### src/rtl/conv_ctrl_pkg.sv
// rtl/conv_ctrl_pkg.sv - state encoding and datapath select codes for the convolution controller
package conv_ctrl_pkg;

    typedef enum logic [3:0] {
        IDLE,
        CLEAR,
        LOAD_FILTER,
        INIT_LOAD,
        INIT_SHIFT,
        WINDOW_LOAD,
        CALC,
        STORE_RES_BUF,
        STORE_TO_MEM,
        SHIFT_UPDATE,
        BUF_LOAD_UPDATE,
        FLUSH,
        DONE
    } state_e;

    localparam logic [1:0] OFS_FILTER = 2'b00;
    localparam logic [1:0] OFS_WRITE  = 2'b01;
    localparam logic [1:0] OFS_LINE   = 2'b10;

    localparam logic [1:0] BASE_X = 2'b00;
    localparam logic [1:0] BASE_Y = 2'b01;
    localparam logic [1:0] BASE_Z = 2'b10;

endpackage

### src/rtl/ctrl_sat_counter.sv
// rtl/ctrl_sat_counter.sv - saturating up-counter with synchronous clear and terminal-value compare
module ctrl_sat_counter #(
    parameter int W    = 5,
    parameter int TERM = 0
) (
    input  logic         i_clk,
    input  logic         i_rst,
    input  logic         i_clr,
    input  logic         i_inc,
    output logic [W-1:0] o_value,
    output logic         o_at_term
);

    localparam logic [W-1:0] MAX_V  = '1;
    localparam logic [W-1:0] TERM_V = TERM[W-1:0];

    logic [W-1:0] r_value;

    // Clear wins over increment; the count holds at all-ones instead of wrapping.
    always_ff @(posedge i_clk or posedge i_rst) begin
        if (i_rst) begin
            r_value <= '0;
        end else if (i_clr) begin
            r_value <= '0;
        end else if (i_inc && (r_value != MAX_V)) begin
            r_value <= r_value + 1'b1;
        end
    end

    assign o_value   = r_value;
    assign o_at_term = (r_value == TERM_V);

endmodule

### src/rtl/conv_controller_param.sv
// rtl/conv_controller_param.sv - parametrised sequencer for filter load, line fill, window MAC and write-back
module conv_controller_param
    import conv_ctrl_pkg::*;
#(
    parameter int FILTER_ROWS = 4,
    parameter int IMG_ROWS    = 16,
    parameter int STRIDE      = 1,
    parameter int CNT_W       = 5
) (
    input  logic       clk,
    input  logic       rst,
    input  logic       start,
    input  logic       offsetDone,
    input  logic       mbcZero,
    input  logic       raDone,
    input  logic       rbFull,
    input  logic       rbEmpty,
    output logic       offsetActive,
    output logic       offsetRst,
    output logic       memREn,
    output logic       memWEn,
    output logic       fblRst,
    output logic       fblAct,
    output logic       filBufRst,
    output logic       filBufLd,
    output logic       fillBufISel,
    output logic       mbRst,
    output logic       mbShift,
    output logic       mbWrite,
    output logic       mblRst,
    output logic       mblAct,
    output logic       mbcRst,
    output logic       mbcEn,
    output logic       macClear,
    output logic       rbClear,
    output logic       wbRst,
    output logic       wbLd,
    output logic       raAct,
    output logic       macRst,
    output logic       macAct,
    output logic       rbRst,
    output logic       rbEn,
    output logic [1:0] offsetMode,
    output logic [1:0] baseAddrSel,
    output logic       busy,
    output logic       done
);

    localparam int INIT_TERM = FILTER_ROWS - 1;
    localparam int UPD_TERM  = (IMG_ROWS - FILTER_ROWS) / STRIDE;
    localparam int SH_TERM   = STRIDE - 1;

    state_e r_state;

    logic               w_cnt_clr;
    logic               w_init_inc;
    logic               w_upd_inc;
    logic               w_sh_clr;
    logic               w_sh_inc;
    logic               w_init_term;
    logic               w_upd_term;
    logic               w_sh_term;
    logic [CNT_W-1:0]   w_unused_init_val;
    logic [CNT_W-1:0]   w_unused_upd_val;
    logic [CNT_W-1:0]   w_unused_sh_val;
    state_e             w_row_end;

    assign w_cnt_clr  = (r_state == CLEAR);
    assign w_init_inc = (r_state == INIT_LOAD) && offsetDone && !w_init_term;
    assign w_upd_inc  = (r_state == BUF_LOAD_UPDATE) && offsetDone && w_sh_term;
    assign w_sh_clr   = w_cnt_clr || w_upd_inc;
    assign w_sh_inc   = (r_state == BUF_LOAD_UPDATE) && offsetDone && !w_sh_term;

    ctrl_sat_counter #(.W(CNT_W), .TERM(INIT_TERM)) u_init_cnt (
        .i_clk     (clk),
        .i_rst     (rst),
        .i_clr     (w_cnt_clr),
        .i_inc     (w_init_inc),
        .o_value   (w_unused_init_val),
        .o_at_term (w_init_term)
    );

    ctrl_sat_counter #(.W(CNT_W), .TERM(UPD_TERM)) u_upd_cnt (
        .i_clk     (clk),
        .i_rst     (rst),
        .i_clr     (w_cnt_clr),
        .i_inc     (w_upd_inc),
        .o_value   (w_unused_upd_val),
        .o_at_term (w_upd_term)
    );

    ctrl_sat_counter #(.W(CNT_W), .TERM(SH_TERM)) u_sh_cnt (
        .i_clk     (clk),
        .i_rst     (rst),
        .i_clr     (w_sh_clr),
        .i_inc     (w_sh_inc),
        .o_value   (w_unused_sh_val),
        .o_at_term (w_sh_term)
    );

    // End-of-window decision shared by both store states; never a state of its own.
    assign w_row_end = !mbcZero   ? WINDOW_LOAD :
                       w_upd_term ? FLUSH       : SHIFT_UPDATE;

    always_ff @(posedge clk or posedge rst) begin
        if (rst) begin
            r_state <= IDLE;
        end else begin
            case (r_state)
                IDLE:            if (start) r_state <= CLEAR;
                CLEAR:           r_state <= LOAD_FILTER;
                LOAD_FILTER:     if (offsetDone) r_state <= INIT_LOAD;
                INIT_LOAD:       if (offsetDone) r_state <= w_init_term ? WINDOW_LOAD : INIT_SHIFT;
                INIT_SHIFT:      r_state <= INIT_LOAD;
                WINDOW_LOAD:     r_state <= CALC;
                CALC:            if (raDone) r_state <= STORE_RES_BUF;
                STORE_RES_BUF:   r_state <= rbFull ? STORE_TO_MEM : w_row_end;
                STORE_TO_MEM:    r_state <= w_row_end;
                SHIFT_UPDATE:    r_state <= BUF_LOAD_UPDATE;
                BUF_LOAD_UPDATE: if (offsetDone) r_state <= w_sh_term ? WINDOW_LOAD : SHIFT_UPDATE;
                FLUSH:           r_state <= DONE;
                DONE:            if (!start) r_state <= IDLE;
                default:         r_state <= IDLE;
            endcase
        end
    end

    always_comb begin
        offsetActive = 1'b0;
        offsetRst    = 1'b0;
        memREn       = 1'b0;
        memWEn       = 1'b0;
        fblRst       = 1'b0;
        fblAct       = 1'b0;
        filBufRst    = 1'b0;
        filBufLd     = 1'b0;
        fillBufISel  = 1'b0;
        mbRst        = 1'b0;
        mbShift      = 1'b0;
        mbWrite      = 1'b0;
        mblRst       = 1'b0;
        mblAct       = 1'b0;
        mbcRst       = 1'b0;
        mbcEn        = 1'b0;
        macClear     = 1'b0;
        rbClear      = 1'b0;
        wbRst        = 1'b0;
        wbLd         = 1'b0;
        raAct        = 1'b0;
        macRst       = 1'b0;
        macAct       = 1'b0;
        rbRst        = 1'b0;
        rbEn         = 1'b0;
        offsetMode   = OFS_FILTER;
        baseAddrSel  = BASE_X;
        busy         = 1'b0;
        done         = 1'b0;
        case (r_state)
            CLEAR: begin
                busy      = 1'b1;
                offsetRst = 1'b1;
                fblRst    = 1'b1;
                filBufRst = 1'b1;
                mbRst     = 1'b1;
                mbcRst    = 1'b1;
                mblRst    = 1'b1;
                wbRst     = 1'b1;
                macRst    = 1'b1;
                rbRst     = 1'b1;
            end
            LOAD_FILTER: begin
                busy         = 1'b1;
                offsetActive = 1'b1;
                offsetMode   = OFS_FILTER;
                baseAddrSel  = BASE_Y;
                memREn       = 1'b1;
                fblAct       = 1'b1;
                filBufLd     = 1'b1;
                fillBufISel  = 1'b1;
            end
            INIT_LOAD, BUF_LOAD_UPDATE: begin
                busy         = 1'b1;
                offsetActive = 1'b1;
                offsetMode   = OFS_LINE;
                baseAddrSel  = BASE_X;
                memREn       = 1'b1;
                mbWrite      = 1'b1;
                mblAct       = 1'b1;
            end
            INIT_SHIFT, SHIFT_UPDATE: begin
                busy    = 1'b1;
                mbShift = 1'b1;
            end
            WINDOW_LOAD: begin
                busy  = 1'b1;
                wbLd  = 1'b1;
                mbcEn = 1'b1;
            end
            CALC: begin
                busy   = 1'b1;
                raAct  = 1'b1;
                macAct = 1'b1;
            end
            STORE_RES_BUF: begin
                busy     = 1'b1;
                rbEn     = 1'b1;
                macClear = 1'b1;
            end
            STORE_TO_MEM, FLUSH: begin
                busy = 1'b1;
                // An empty result buffer makes FLUSH a silent pass-through to DONE.
                if ((r_state == STORE_TO_MEM) || !rbEmpty) begin
                    offsetActive = 1'b1;
                    offsetMode   = OFS_WRITE;
                    baseAddrSel  = BASE_Z;
                    memWEn       = 1'b1;
                    rbClear      = 1'b1;
                end
            end
            DONE: begin
                done = 1'b1;
            end
            default: begin
            end
        endcase
    end

endmodule
### config.mk
export PLATFORM = sky130hd
export DESIGN_NAME = conv_controller_param
export DESIGN_NICKNAME = d
export VERILOG_FILES = /design/src/rtl/conv_ctrl_pkg.sv /design/src/rtl/ctrl_sat_counter.sv /design/src/rtl/conv_controller_param.sv
export SDC_FILE = /design/constraint.sdc
export NUM_CORES = 1
export LEC_CHECK = 0
export ABC_AREA = 1
export CAP_MARGIN = 20
export CORE_MARGIN = 8
export CORE_UTILIZATION = 45
export CTS_CLUSTER_DIAMETER = 120
export DETAILED_ROUTE_END_ITERATION = 10
export PLACE_DENSITY = 0.85
export SLEW_MARGIN = 15
export SYNTH_ARGS = -nofsm -noshare
export SYNTH_HDL_FRONTEND = slang
export SYNTH_SLANG_ARGS = --single-unit
### constraint.sdc
create_clock -name clk -period 1.57 [get_ports clk]
set_input_delay 0.3925 -clock clk [delete_from_list [all_inputs] [get_ports clk]]
set_output_delay 0.3925 -clock clk [all_outputs]
set_load 0.01 [all_outputs]
---- Word-level counts from Yosys, hierarchy flattened ----
Index checks and enable logic that the tools add are counted.
storage, ports and cells
  register bits after elaboration ......... 19
  input port bits ......................... 8
  output and inout port bits .............. 31
  word-level logic and storage cells ...... 89
cells by class
  add/sub/neg operators ................... 3
  equality and inequality tests ........... 23
  mux-type cells .......................... 35
  reductions and logical operators ........ 24
operator list
  cell                                           count
  one-hot mux 4 bit (13 select lines)            1
  two-way mux 4 bit                              9
  two-way mux 5 bit                              6
  == test 4 bit, second input constant           5
  == test 4 x 3 -> 1 bit, second input constant  4
  adder 5 x 1 -> 5 bit, second input constant    3
  inequality test 5 bit, second input constant   3
  two-way mux 1 bit                              14
  inequality test 2 bit, second input constant   6
  OR reduction 11 bit                            1
  == test 4 x 2 -> 1 bit, second input constant  2
  logical AND 1 bit                              8
  one-hot mux 2 bit (2 select lines)             2
  AND reduction 6 bit                            1
  nonzero test 2 bit                             3
  OR reduction 2 bit                             3
  == test 5 x 2 -> 1 bit, second input constant  1
  == test 5 x 4 -> 1 bit, second input constant  1
  zero test 5 bit                                1
  == test 4 x 1 -> 1 bit, second input constant  1
  zero test 4 bit                                1
  two-way mux 2 bit                              2
  zero test 1 bit                                3
  OR reduction 3 bit                             1
  other kinds (2)                                3

---- Longest topological paths before layout ----
  word-level depth ........................ 6
  gate-level depth with buffers ........... 10
  gate-level depth less buffers ........... 10

---- Modules after synthesis ----
From an unflattened synthesis, not the netlist that was laid out.
unflattened totals
  cell total of the unflattened synthesis .. 231
  area, all modules ....................... 1544.0 µm²
modules (own cells, without submodules)
  module                         instances  cells an instance  area an instance (µm²)
  conv_controller_param          1          119                660.6
  ctrl_sat_counter (u_sh_cnt)    1          38                 300.3
  ctrl_sat_counter (u_upd_cnt)   1          37                 297.8
  ctrl_sat_counter (u_init_cnt)  1          37                 285.3

---- Least setup slack after synthesis ----
OpenSTA, ideal clock, no wires.
  path kind ............................... reg-to-output
  start point ............................. reg r_state[3]
  end point ............................... out offsetActive
  arrival ................................. 1.377 ns
  data required time ...................... 1.177 ns
  setup slack ............................. -0.199 ns
  cell stages (with the launch flop) ...... 6
  path buffers ............................ 0
  cell sequence ........................... dfrtp_1 inv_2 nor2_4 nand2_1 o21ai_0 or2_2
on the way
  cells in the longest elaborated chain, start to end .. 4
  elaborated cells on any way between the ends .. 10
  classes of those cells .................. 5 x eq/ne; 2 x mux; 3 x reduce/logical
RTL lines
  element                                 line                                                        source
  from (decl)                             conv_controller_param.sv:53                                 state_e r_state;
  from (signal assigned)                  conv_controller_param.sv:113                                INIT_LOAD: if (offsetDone) r_state <= w_init_term ? WINDOW_LOAD : INIT_SHIFT;
  from (signal assigned)                  conv_controller_param.sv:117                                STORE_RES_BUF: r_state <= rbFull ? STORE_TO_MEM : w_row_end;
  from (signal assigned)                  conv_controller_param.sv:118                                STORE_TO_MEM: r_state <= w_row_end;
  == test 4 bit                           conv_controller_param.sv:158, conv_controller_param.sv:212
  logical OR 1 bit                        conv_controller_param.sv:212                                if ((r_state == STORE_TO_MEM) || !rbEmpty) begin
  two-way mux 1 bit                       conv_controller_param.sv:212
  one-hot mux 1 bit (2 select lines) (*)  conv_controller_param.sv:158                                case (r_state)
  to (decl)                               conv_controller_param.sv:18                                 output logic offsetActive,
Mark *: on every way between the ends. The rest lies on a longest branch, timed or not.

---- Final worst setup path ----
Ends and elaborated chain as after synthesis.

==> run_results.csv <==
group,metric,value,unit
timing,min_period,1.972,ns
clock_network,cts-root-buf,"clkbuf_4",
route,first_pass_iters,5,
placed_design,place_congestion,0.9049,
route,detail_route.iter0.violations,188,
timing,hold_slack,0.3825,ns
route,via_per_inst,5.800,
route,drt_wl_total,7557,um
worst_setup_path,reg2reg_depth,12,
route,num_vias,2117,
timing,fmax,0.5070,GHz
pwr,p_leak,0.001529,uW
placed_design,dp_hpwl,3394,um
pwr,irDropWorstVdd,0.0007579,V
route,wire_per_inst,20.70,um
worst_setup_path,crit_buf_inv,3,
worst_setup_path,crit_family,"flip-flops",
clock_network,cts_max_level,1,
pwr,p_sw_share,46.81,%
clock_network,clk_pin_slew,0.12,ns
worst_setup_path,cp_slowest_cell,"dfrtp_2",
clock_network,clock-sinks,19,
worst_setup_path,critPathLaunch,"r_state[3]$_DFFE_PP0P_",
placed_design,portBuffers,38,
die,num_rows,21,
grt,antenna_found_initial,0,
yosys,synth_top_area_share,29.66,%
pwr,intPower,2871,uW
yosys,synth-seq-cells,19,
worst_setup_path,crit_chain,"inv_2 -> nor2_4 -> buf_6 -> nand2_4 -> nand3_4 -> or2_4 -> buf_6",
die,initial_utilization,47.29,%
yosys,syn_inst,228,
clock_network,cts_buffers,3,
worst_setup_path,endpoint,"offsetActive",
worst_setup_path,critPathMaxFanout,3,
pwr,power.switching,2527,uW
die,dieHeight,75.68,um
yosys,synthMuxAreaShare,0,%
pwr,power.total,5398,uW
yosys,synth_top_area_cell,"dfrtp_1",
yosys,ys_top_cells_by_area,"dfrtp_1, nand2_1, nand3_1",
die,fp.dieW,75.68,um
worst_setup_path,end_kind,"output port",
worst_setup_path,crit_required,1.18,ns
cells_and_area,finalNonFillerCells,365,
timing,period_share,125.6,%
yosys,yosysWarnings,0,
route,ant_nets,0,
worst_setup_path,crit_arrival,1.58,ns
timing,slew_viol_final,0,
pwr,power.share.sequential,13.3,%
worst_setup_path,crit_top_cell,"buf_6",
placed_design,post-place-ws,-0.5503,ns
timing,rsz0062_at_grt,"true",
grt,grt.overflow.total,0,
die,dieArea,5727,sq um
timing,worst_pin_slew,0.3404,ns
worst_setup_path,timing.rr.end,"r_state[2]$_DFFE_PP0P_",
cells_and_area,fin_area,2860,sq um
pwr,p_comb_share,81.5,%
cells_and_area,syn2layout_area_growth,78.45,%
yosys,synth-adder-area-share,6.245,%
worst_hold_path,hold_path.class,"primary input to async pin",
route,drc,0,
timing,finClkSkew,0.005443,ns
yosys,netlist-cell-type-count,26,
placed_design,dp_cells,330,
yosys,synth_top_family_by_area,"simple AND/OR/NAND/NOR gates",
grt,grt_pass1_wl,8017,um
clock_network,tritoncts,"done",
clock_network,cts_buffer_depth,2,
clock_network,insertion_delay,0.33,ns
worst_setup_path,r2r-start,"r_state[2]$_DFFE_PP0P_",
cells_and_area,nNetsFinal,336,
timing,report.final.setup_viol,50,
pwr,powerDensity,1887,nW/um^2
pwr,p_clk_share,5.2,%
yosys,synth_compound_area_share,3.591,%
timing,finalHoldViolCount,0,
worst_setup_path,critPathKind,"flip-flop to output port",
worst_setup_path,cp_slowest_stage_delay,0.47,ns
worst_setup_path,critPathLaunchType,"flip-flop",
grt,grt_max_degree,20,
worst_setup_path,reg2reg_slack,-0.22,ns
die,ios,39,
worst_setup_path,cp.depth,7,
status,violations,"setup timing",
cells_and_area,drive_above_1_share,55.17,%
cells_and_area,antennaDiodeCount,0,
timing,final.setup.worst_slack,-0.4022,ns
yosys,syn_nets,244,
yosys,ys_seq_area_share,29.66,%
run,maxCapViolCount,0,
yosys,yosys.area_share.simple,40.28,%
status,status,"complete, but fails checks",
timing,relSlewSlack,77.07,%
yosys,synth_xor_area_share,3.279,%
placed_design,post_dp_cell_area,2181,sq um
grt,grt_pass1_vias,1822,
yosys,synth_area,1603,sq um
yosys,synth.avg_cell_area,7.030,sq um
die,core,3390,sq um
grt,track_usage,18.28,%
==> cells in the final DEF (no fill, tap or decap), types with 2 or more instances in the layout <==
master and n:
nor2_1 13, buf_12 2, clkbuf_4 3, o21ai_0 3, buf_4 39, inv_4 4, buf_2 4, inv_1 22
nand3_4 5, dfrtp_1 15, inv_6 2, nor3_4 2, nand2_4 7, nand2_1 40, o21ai_1 3, nand4_1 4
nand3_1 17, ha_2 2, xor2_1 6, nor3_1 2, ha_1 6, buf_6 53, a21oi_1 2, nand2_2 15
nand3_2 8, nor2_4 14, clkdlybuf4s50_1 7, dfrtp_2 4, nor2_2 2, inv_2 5
==> final cells by class <==
| cell class | instances | area, sq um |
|---|---|---|
| clock buffers | 4 | 26.28 |
| fillers | 139 | 529.3 |
| inverters | 35 | 168.9 |
| multi-input cells | 156 | 1107 |
| flip-flops and latches | 19 | 480.5 |
| well taps | 46 | 57.56 |
| repair buffers | 105 | 1020 |
==> layer usage <==
metal / wire length [um] / GRT usage [%] / part of all wire (%)
met2: 3715 / 35.28 / 49
met1: 2717 / 17.93 / 36
met4: 438 / 9.808 / 5.8
met5: 0 / 0 / 0
met3: 685 / 3.158 / 9.1
==> state kept, by name, indices dropped and copies added (netlist names) <==
name / cells
r_state: 4
u_upd_cnt.o_value: 5
u_sh_cnt.o_value: 5
u_init_cnt.o_value: 5
==> Yosys cell counts (all sizes together) <==
master and number:
inv 34, o21ai 7, nand2 62, and3 1, a21oi 3, ha 8
xor2 6, nor2 29, dfrtp 19, or2 1, buf 18, nand3 30
nor3 4, clkinv 1, nand4 4, o211ai 1
==> what timing repair did <==
action,in CTS,in global routing
buffers inserted,15,18
resized for setup,198,66
setup endpoints to repair,40,50
pin swaps,17,27
hold buffers,0,0
==> worst min-delay path, cell delays in order <==
cell	delay, ns
clkdlybuf4s50_1	0.39
inv_1	0.05
buf_4	0.27
==> power by group through the flow <==
stage	clock network (uW)	registers [uW]	logic (uW)
floorplan	0	691	1440
global placement	0	685	2510
detailed placement	0	687	2570
CTS	265	693	3280
global route	306	726	4590
finish	281	715	4400
==> metrics by stage <==
step / util (%) / setup TNS, ns
2_1_floorplan: - / 0
3_3_place_gp: 64.34 / -10.71
3_5_place_dp: 64.34 / -11.32
4_1_cts: 73.02 / -7.852
5_1_grt: 84.39 / -15.80
6_report: 84.39 / -12.71
==> how the worst min path moves through the flow <==
stage | cells past startpoint | slack, ns | end | startpoint
5_1_grt | 3 | 0.42 | u_upd_cnt.o_value[1]$_DFFE_PP0P_ | rst
6_report | 3 | 0.38 | u_upd_cnt.o_value[1]$_DFFE_PP0P_ | rst
3_3_place_gp | 2 | 0.52 | u_init_cnt.o_value[1]$_DFFE_PP0P_ | u_init_cnt.o_value[1]$_DFFE_PP0P_
4_1_cts | 3 | 0.41 | u_upd_cnt.o_value[1]$_DFFE_PP0P_ | rst
3_5_place_dp | 2 | 0.53 | u_init_cnt.o_value[1]$_DFFE_PP0P_ | u_init_cnt.o_value[1]$_DFFE_PP0P_
2_1_floorplan | 1 | 0.34 | r_state[0]$_DFFE_PP0P_ | rst
==> kinds of logic after synthesis <==
kind of cell,count (synthesis)
flip-flops,19
adder cells (fa/ha/maj),8
XOR/XNOR,6
AND/OR/NAND/NOR,131
buffers and inverters,53
AO/OA/AOI/OAI,11
Power figures use the tool's default switching activity.
